### src/rtl/alu_req_arbiter.sv
// Two-requester round-robin front end for a shared combinational ALU.
// Each accepted command is run on the ALU, its result is captured and returned with the requester id.
module alu_req_arbiter #(
  parameter int DATA_W     = 32,
  parameter int SETTLE_CYC = 1
) (
  input  logic              clk,
  input  logic              rst_n,
  input  logic              req0_valid,
  output logic              req0_ready,
  input  logic [2:0]        req0_op,
  input  logic [DATA_W-1:0] req0_a,
  input  logic [DATA_W-1:0] req0_b,
  input  logic              req1_valid,
  output logic              req1_ready,
  input  logic [2:0]        req1_op,
  input  logic [DATA_W-1:0] req1_a,
  input  logic [DATA_W-1:0] req1_b,
  output logic              rsp_valid,
  input  logic              rsp_ready,
  output logic              rsp_id,
  output logic [DATA_W-1:0] rsp_data,
  output logic              rsp_cout,
  output logic              rsp_err,
  output logic              alu_as,
  output logic              alu_sub,
  output logic              alu_shift,
  output logic              alu_shift_left,
  output logic              alu_and,
  output logic              alu_or,
  output logic [DATA_W-1:0] alu_a,
  output logic [DATA_W-1:0] alu_b,
  input  logic [DATA_W-1:0] alu_result,
  input  logic              alu_cout,
  output logic              busy
);

  localparam logic [2:0] OP_ADD = 3'd0;
  localparam logic [2:0] OP_SUB = 3'd1;
  localparam logic [2:0] OP_SHR = 3'd2;
  localparam logic [2:0] OP_SHL = 3'd3;
  localparam logic [2:0] OP_AND = 3'd4;
  localparam logic [2:0] OP_OR  = 3'd5;
  localparam logic [3:0] CNT_LAST = 4'(SETTLE_CYC - 1);

  typedef enum logic [1:0] {IDLE, EXEC, RESP} state_t;

  state_t      state, state_next;
  logic [2:0]  op;
  logic [3:0]  cnt;
  logic        last;
  logic        grant_id;
  logic        accept;
  logic        sel_illegal;
  logic [2:0]  sel_op;
  logic        last_exec;

  // last == 1 after reset so that req0 wins the first contended cycle
  assign grant_id    = (req0_valid && req1_valid) ? ~last : req1_valid;
  assign accept      = (state == IDLE) && (req0_valid || req1_valid);
  assign req0_ready  = (state == IDLE) && req0_valid && !grant_id;
  assign req1_ready  = (state == IDLE) && req1_valid && grant_id;
  assign sel_op      = grant_id ? req1_op : req0_op;
  assign sel_illegal = (sel_op[2:1] == 2'b11);
  assign last_exec   = (cnt == CNT_LAST);

  always_ff @(posedge clk or negedge rst_n) begin
    if (!rst_n) begin
      state <= IDLE;
    end else begin
      state <= state_next;
    end
  end

  always_comb begin
    state_next     = state;
    rsp_valid      = 1'b0;
    alu_as         = 1'b0;
    alu_sub        = 1'b0;
    alu_shift      = 1'b0;
    alu_shift_left = 1'b0;
    alu_and        = 1'b0;
    alu_or         = 1'b0;
    busy           = (state != IDLE);
    case (state)
      IDLE: begin
        if (accept) begin
          state_next = sel_illegal ? RESP : EXEC;
        end
      end
      EXEC: begin
        case (op)
          OP_ADD: alu_as = 1'b1;
          OP_SUB: begin alu_as = 1'b1; alu_sub = 1'b1; end
          OP_SHR: alu_shift = 1'b1;
          OP_SHL: begin alu_shift = 1'b1; alu_shift_left = 1'b1; end
          OP_AND: alu_and = 1'b1;
          OP_OR:  alu_or = 1'b1;
          default: ;
        endcase
        if (last_exec) begin
          state_next = RESP;
        end
      end
      RESP: begin
        rsp_valid = 1'b1;
        if (rsp_ready) begin
          state_next = IDLE;
        end
      end
      default: state_next = IDLE;
    endcase
  end

  always_ff @(posedge clk or negedge rst_n) begin
    if (!rst_n) begin
      op       <= 3'd0;
      cnt      <= 4'd0;
      last     <= 1'b1;
      rsp_id   <= 1'b0;
      rsp_data <= '0;
      rsp_cout <= 1'b0;
      rsp_err  <= 1'b0;
      alu_a    <= '0;
      alu_b    <= '0;
    end else if (accept) begin
      op     <= sel_op;
      cnt    <= 4'd0;
      last   <= grant_id;
      rsp_id <= grant_id;
      alu_a  <= grant_id ? req1_a : req0_a;
      alu_b  <= grant_id ? req1_b : req0_b;
      if (sel_illegal) begin
        rsp_data <= '0;
        rsp_cout <= 1'b0;
        rsp_err  <= 1'b1;
      end
    end else if (state == EXEC) begin
      cnt <= cnt + 4'd1;
      if (last_exec) begin
        rsp_data <= alu_result;
        // only the adder produces a meaningful carry
        rsp_cout <= alu_cout && (op == OP_ADD || op == OP_SUB);
        rsp_err  <= 1'b0;
      end
    end
  end

endmodule

### config.mk
export PLATFORM = sky130hd
export DESIGN_NAME = alu_req_arbiter
export DESIGN_NICKNAME = d
export VERILOG_FILES = /design/src/rtl/alu_req_arbiter.sv
export SDC_FILE = /design/constraint.sdc
export NUM_CORES = 1
export LEC_CHECK = 0
export BUFFER_PORTS_ARGS = -buffer_cell sky130_fd_sc_hd__buf_2
export CELL_PAD_IN_SITES_DETAIL_PLACEMENT = 1
export CELL_PAD_IN_SITES_GLOBAL_PLACEMENT = 2
export CORE_MARGIN = 4
export CORE_UTILIZATION = 21
export DETAILED_ROUTE_END_ITERATION = 8
export PLACE_DENSITY_LB_ADDON = 0.1
export SLEW_MARGIN = 20
export SYNTH_ARGS = -nofsm -noshare
export SYNTH_HDL_FRONTEND = slang
export SYNTH_SLANG_ARGS = --single-unit
### constraint.sdc
create_clock -name clk -period 1.5 [get_ports clk]
set_input_delay 0.3 -clock clk [delete_from_list [all_inputs] [get_ports clk]]
set_output_delay 0.3 -clock clk [all_outputs]
set_load 0.01 [all_outputs]
Yosys cells after proc, flatten, opt, wreduce, memory -nomap -nowiden
Cells that the tools add are included.
{ "word_totals": {"ff_bits": 109, "input_bits": 172, "elab_cells": 80} }
{ "op_classes": {"addsub": 1, "n_eq_ne": 12, "mux": 36, "n_bitwise": 1, "reduce_logical": 20} }
{ "op_table": {"columns": ["cell", "n"], "rows": [
  ["32-bit two-way mux", 6],
  ["1-bit two-way mux", 22],
  ["2-bit two-way mux", 4],
  ["4-bit two-way mux", 2],
  ["1-bit logical AND", 7],
  ["3-bit by 2-bit equality test with 1-bit output, second input constant", 2],
  ["3-bit equality test, second input constant", 2],
  ["2-bit inequality test, second input constant", 3],
  ["2-bit case mux with 3 select lines", 1],
  ["3-bit AND reduction", 2],
  ["2-bit nonzero test", 3],
  ["4-bit by 1-bit adder with 4-bit output, second input constant", 1],
  ["2-bit equality test, second input constant", 2],
  ["4-bit zero test", 1],
  ["2-bit OR reduction", 2],
  ["3-bit by 1-bit equality test with 1-bit output, second input constant", 1],
  ["3-bit zero test", 1],
  ["3-bit two-way mux", 1],
  ["2-bit by 1-bit equality test with 1-bit output, second input constant", 1],
  ["2-bit zero test", 1],
  ["1-bit logical OR", 2],
  ["2-bit by 1-bit inequality test with 1-bit output, second input constant", 1],
  ["1-bit zero test", 1],
  ["1-bit inverter", 1]
]} }

Longest topological paths before layout
Gate-level depths: netlist (run 1).
{ "depth": {"ltp_word": 7, "depth_mapped": 8} }

Worst setup path before layout (run 1)
Ideal clock, no wire load.
{ "synth_timing": {"kind": "flip-flop to output port", "from": "register last", "to": "output req0_ready", "t_arrival_ns": 1.397, "required_ns": 1.200, "path_slack_ns": -0.197, "stages_incl_launch_ff": 6, "path_buffers": 2, "path_cell_list": "dfstp_2 nand2_1 nand2_1 buf_2 buf_1 and3_1"} }
{ "synth_between": {"elab_chain_len": 4} }
{ "synth_lines": {"columns": ["item", "line", "source"], "rows": [
  ["from (decl)", "51", "logic last;"],
  ["from (signal assigned)", "129", "last <= grant_id;"],
  ["1-bit inverter", "59", "assign grant_id = (req0_valid && req1_valid) ? ~last : req1_valid;"],
  ["1-bit two-way mux", "59", null],
  ["1-bit zero test", "61", "assign req0_ready = (state == IDLE) && req0_valid && !grant_id;"],
  ["1-bit logical AND", "61", null],
  ["to (decl)", "10", "output logic req0_ready,"]
]} }
No other way between the ends.

Final worst setup path (run 1)
{ "layout_timing": {"from": "register state[1]", "to": "output alu_sub"} }
{ "layout_between": {"elab_chain_len": 2} }
{ "layout_lines": {"columns": ["item", "line", "source"], "rows": [
  ["from (decl)", "48", "state_t state, state_next;"],
  ["from (signal assigned)", "71", "state <= state_next;"],
  ["2-bit by 1-bit equality test with 1-bit output", "85", "case (state)"],
  ["1-bit two-way mux", "85", null],
  ["to (decl)", "26", "output logic alu_sub,"]
]} }
No other way between the ends.

==> summary.md, run 1 <==
| Metric | Value |
|---|---|
| Area growth from synthesis to layout | 76.1% |
| Core Region | 0.0218 mm2 |
| Max VDD drop | 0.712 mV |
| Insertion delay to the later sink of the worst-skew pair | 0.36 ns |
| Layout cells sized above 1 | 53.6% |
| Critical Path Fanout Max | 4 |
| Synth warn | 0 |
| Root Buffer | clkbuf_16 |
| Outcome | finished, violations left |
| Worst Hold Class | input port to flip-flop |
| Fin Hold WS | 0.157 ns |
| Mapped Area | 0.00467 mm2 |
| DR iter-0 viols | 124 |
| Post-synthesis average cell area | 9.41 um2 |
| Final Power | 0.0174 W |
| Die width | 157 um |
| Endpoints failing setup | 114 |
| Main combinational cell family by area after synthesis | simple AND/OR/NAND/NOR gates |
| Pin count of the biggest net entering global routing | 39 |
| IO Count | 281 |
| Clock period minus worst slack | 1.77 ns |
| All-Layer GR Usage | 17.1% |
| Routability Congestion | 0.734 |
| Starting Density | 21.4% |
| Vias per cell | 4.54 |
| Initial antenna violation count | 2 |
| Max-cap check violation count | 0 |
| DR DRC count | 0 |
| Yosys top cell by area | dfrtp_1 |
| Pwr Density | 2120 mW/mm2 |
| Critical Path Start Type | flip-flop |
| Post-synth top area share | 57.9% |
| Max Root-Sink Buffers | 2 |
| Sequential cell area | 0.00273 mm2 |
| CTS Sinks | 109 |
| Final Max Tran Viols | 0 |
| XOR/XNOR share of the synthesized area | 0.375% |
| Syn nets | 670 |
| Failing checks | negative setup slack |
| Most frequent cells in the layout | 275 x buf_2, 115 x nand2_1, 108 x dfrtp_1 |
| Cell Rows | 54 |
| Core Util, Final | 37.7% |
| CP Capture Type | primary output |
| WL/cell | 19.6 um |
| H-tree depth | 3 |
| Die Area | 0.0247 mm2 |
| Max frequency | 564 MHz |
| Simple-gate share of the synthesized area | 19.1% |
| Sequential share of the synthesized area | 58.5% |
| CTS tree | yes |
| Routed WL | 22000 um |
| Vias in the first global route | 5597 |
| Fillers | 2543 |
| ANT cells | 0 |
| Most common cell after layout, fill and taps aside | buf_2 |
| Die H | 157 um |
| DRT antenna net count | 0 |
| Compound-Gate Fraction of Synth Area | 17.1% |
| Top cells by area, synth | dfrtp_1 58%, nand2_1 11%, a31oi_1 9.0%, nor2_1 6.0%, a22o_1 6.0% |
| Slew HR | 71.1% |
| Pre-CTS setup slack | -0.422 ns |
| IO buf count | 280 |
| Setup Skew | 0.0103 ns |
| First-pass GRT wire length | 32500 um |
| Worst setup margin | -0.274 ns |
| Worst Path Required | 1.20 ns |
| Worst-margin pin slew | 0.431 ns |
| CTS clk-pin slew, worst paths | 0.09 ns |
| Final hold vios | 0 |
| Mapped Cells | 496 |
| Register bit total from synthesis | 109 |
| Via count | 5105 |
| DRT Pass-1 Iters | 4 |
| Detailed Place HPWL | 14400 um |
| Critical setup path kind | flip-flop to primary output |
| Crit path DAT | 1.47 ns |
| RSZ-0062 raised after global routing | true |
| Leakage | 4.08 nW |
| Total CTS buffers | 9 |
| Final Cycle Share | 118% |
| Synth unique cells | 32 |
| Final #Nets | 1013 |
| Adder-Cell Fraction of Synth Area | 0.536% |
| Area of the multi-input gates | 0.00201 mm2 |
| Placed instance area | 0.00659 mm2 |
| Multiplexer area fraction after synthesis | 0.295% |
| Aggregate global routing overflow | 0 |
| Design area | 0.00822 mm2 |
timing repair:
item / 4_1_cts / 5_1_grt
gates cloned: 17 / 4
endpoints found under the hold margin: 18 / 0
setup buffers: 32 / 7
gates resized for setup: 125 / 24
pin swaps: 55 / 9
setup endpoints to repair: 112 / 114
hold buffers: 1 / 0
where the power goes:
part           leakage (nW)  switching, W  internal, W
sequential             1.29      0.000842      0.00434
combinational          2.64       0.00465      0.00493
clock                 0.152       0.00128      0.00135
Yosys cell counts:
cell type,n
nand2_1,142
dfrtp_1,108
nor2_1,75
a31oi_1,67
a22o_1,32
buf_2,20
clkbuf_1,9
inv_1,5
buf_1,4
buf_4,3
nand2b_1,3
nor3_1,3
o21ai_0,3
a21o_1,2
ha_1,2
xor2_1,2
a21boi_2,1
a21oi_4,1
a221o_1,1
a32o_1,1
and2_1,1
and2b_1,1
and3_1,1
dfstp_2,1
mux2i_2,1
nand3_1,1
nand4_1,1
nor2b_1,1
nor3b_1,1
o21a_1,1
o22ai_1,1
o31ai_1,1
logic make-up after synthesis:
| family | after synthesis |
|---|---|
| adders and majority gates | 2 |
| muxes | 1 |
| AOI/OAI and AO/OA | 111 |
| DFF | 109 |
| xor gates and xnor gates | 2 |
| buffers and inverters | 41 |
| and+or+nand+nor | 230 |
path summary, 6_finish.rpt:
path / cells after the start / slack, ns / to / startpoint
min: 2 / 0.16 / rsp_data[2] / alu_result[2]
min in group asynchronous: 2 / 0.39 / rsp_data[0] / rst_n
max: 5 / -0.27 / alu_sub / state[1]
min reg2reg: 1 / 0.50 / rsp_id / rsp_id
max in group asynchronous: 3 / 0.53 / last / rst_n
max reg2reg: 9 / -0.20 / state[1] / state[0]
state kept, by name, summed over array words and instances, names as in the netlist:
signal    cells
rsp_err       1
rsp_id        1
alu_b        32
rsp_data     32
cnt           4
last          1
op            3
rsp_cout      1
alu_a        32
state         2
area by class of cell:
class / instances / share of cell area (%)
tap: 280 / 4.26
clock inverter: 7 / 1.08
sequential: 109 / 33.2
multi-input combinational: 347 / 24.4
inverter: 5 / 0.259
clock buffer: 9 / 2.74
timing repair buffer: 367 / 34.0
layer usage:
metal	track usage, %	vias up	part of all wire (%)
li1	-	2401	-
met1	20.9	2495	40
met2	29.3	177	50
met3	5.20	28	8.4
met4	4.79	4	1.5
met5	0	-	0.12
critical path, cell delays in order, from the launching register on:
cell and delay [ns]:
dfrtp_1 0.43, and2b_1 0.24, buf_6 0.12, nand2_4 0.06
nor3_2 0.10, buf_2 0.16
per-stage QoR:
| stage | TNS [ns] | instances |
|---|---|---|
| 6_report | -16.07 | 1124 |
| 5_1_grt | -24.90 | 1124 |
| 4_1_cts | -12.20 | 1118 |
| 3_5_place_dp | -17.84 | 1052 |
| 3_3_place_gp | -14.54 | 1052 |
| 2_1_floorplan | -0.00918 | 496 |
Note: power is estimated with default switching activity, not from simulation.
==> run 2, diff against run 1 <==
- MAX_ROUTING_LAYER: default -> met4
==> summary.md, run 2 (synthesis gave the netlist of run 1 again) <==
| Metric | Value |
|---|---|
| Outcome | finished, violations left |
| Failing checks | negative setup slack |
| Final hold vios | 0 |
| IO buf count | 280 |
| Clk pwr share | 15.1% |
| CTS clk-pin slew, worst paths | 0.09 ns |
| Flop pwr share | 30.3% |
| Worst Path Required | 1.20 ns |
| RSZ-0062 raised after global routing | true |
| Sequential cell area | 0.00273 mm2 |
| Critical path's slowest cell | dfrtp_1 |
| Worst setup margin | -0.281 ns |
| Critical setup path kind | flip-flop to primary output |
| Max VDD drop | 0.684 mV |
| WL/cell | 19.4 um |
| Global route hottest layer | met2 |
| Max frequency | 561 MHz |
| Core Util, Final | 37.6% |
| Initial antenna violation count | 2 |
| Cell Rows | 54 |
| Insertion delay to the later sink of the worst-skew pair | 0.36 ns |
| CP Cell Sequence | and2b_1 -> buf_6 -> nand2_4 -> nor2_1 -> buf_2 |
| Vias per cell | 4.52 |
| Detailed Place HPWL | 14400 um |
| CP Capture Type | primary output |
| Non-filler cells, final | 1121 |
| Psw | 0.00687 W |
| Vias in the first global route | 5625 |
| Max incr delay on CP | 0.43 ns |
| Leakage | 4.02 nW |
| Regs by FF count | alu_a: 32 flops, alu_b: 32 flops, rsp_data: 32 flops |
| Routed WL | 21800 um |
| Endpoints failing setup | 114 |
| Area of the multi-input gates | 0.00213 mm2 |
| DRT Pass-1 Iters | 4 |
| Combinational share of power | 54.5% |
| Worst Hold Class | input port to flip-flop |
| Most frequent cells in the layout | 275 x buf_2, 116 x nand2_1, 108 x dfrtp_1 |
| Worst-margin pin slew | 0.422 ns |
| DR iter-0 viols | 140 |
| Cell Count Post-Placement | 1052 |
| First-pass GRT wire length | 32400 um |
| Via count | 5068 |
| Final Max Tran Viols | 0 |
| Slew HR | 71.7% |
| Met1 Use GR | 21.2% |
| DR DRC count | 0 |
| DRT antenna net count | 0 |
| Final Cycle Share | 119% |
| Aggregate global routing overflow | 0 |
| Switching share of power | 39.6% |
| Total CTS buffers | 9 |
| Die Area | 0.0247 mm2 |
| Root Buffer | clkbuf_16 |
| H-tree depth | 3 |
| Critical Path Fanout Max | 4 |
| Layout cells sized above 1 | 55.3% |
| CTS Sinks | 109 |
| Pre-CTS setup slack | -0.422 ns |
| Routability Congestion | 0.743 |
| All-Layer GR Usage | 17.6% |
| Most common cell after layout, fill and taps aside | buf_2 |
| Core Region | 0.0218 mm2 |
| Pin count of the biggest net entering global routing | 39 |
| Die H | 157 um |
| Area growth from synthesis to layout | 75.7% |
| Clock period minus worst slack | 1.78 ns |
| IO Count | 281 |
| Starting Density | 21.4% |
| Pint | 0.0105 W |
| Crit path DAT | 1.48 ns |
| Final Power | 0.0174 W |
| Setup Skew | 0.0108 ns |
| Met2 Usage GRT | 29.5% |
| Met3 Resource Use GR | 4.48% |
| Max-cap check violation count | 0 |
| Critical Path Start Type | flip-flop |
| CTS tree | yes |
| Fillers | 2541 |
| Fin Hold WS | 0.157 ns |
| Max Root-Sink Buffers | 2 |
| Pwr Density | 2120 mW/mm2 |
| Final #Nets | 1008 |
| Die width | 157 um |
run 2: critical path, delay by kind of cell, from the launching register on:
family	cells	cell delay [ns]
buf+inv	2	0.28
flops	1	0.43
simple gates	3	0.42
run 2: final timing paths:
path / startpoint / to / slack (ns) / cells after the start
max reg2reg: last / rsp_cout / -0.19 / 6
min reg2reg: rsp_data[13] / rsp_data[13] / 0.50 / 1
min: alu_result[2] / rsp_data[2] / 0.16 / 2
max: state[1] / alu_shift_left / -0.28 / 5
min in group asynchronous: rst_n / rsp_data[0] / 0.39 / 2
max in group asynchronous: rst_n / last / 0.53 / 3
run 2: final cells by class:
cell class,count,area share (%)
flip-flops and latches,109,33.3
diodes,2,0.0610
repair buffers,362,32.3
multi-input cells,347,26.0
clock buffers,9,2.75
inverters,5,0.259
clock inverters,7,1.08
well taps,280,4.27
run 2: timing repair:
item / CTS / global route
setup endpoints to repair: 112 / 113
cloned: 17 / 3
hold endpoints to repair: 18 / 0
pin swaps: 55 / 12
hold buffers: 1 / 0
buffers inserted: 32 / 8
gates resized for setup: 125 / 50
run 2: metal layers:
metal	vias to the layer above	routed length, um
li1	2386	-
met1	2472	8850
met2	185	10800
met3	25	1730
met4	0	345
met5	-	0
run 2: power groups by stage:
stage / clock network (W) / registers, W / logic, W
after floorplan: 0 / 0.00572 / 0.00296
after detailed placement: 0 / 0.00519 / 0.00654
after global routing: 0.00285 / 0.00546 / 0.0103
final: 0.00263 / 0.00527 / 0.00948
after global placement: 0 / 0.00513 / 0.00637
after CTS: 0.00273 / 0.00519 / 0.00934
run 2: stage by stage:
step	instance area, um2	setup TNS, ns
final	8200	-14.11
after global routing	8200	-22.77
after CTS	8110	-12.20
after detailed placement	6590	-17.84
after global placement	6590	-14.54
after floorplan	4700	-0.00918
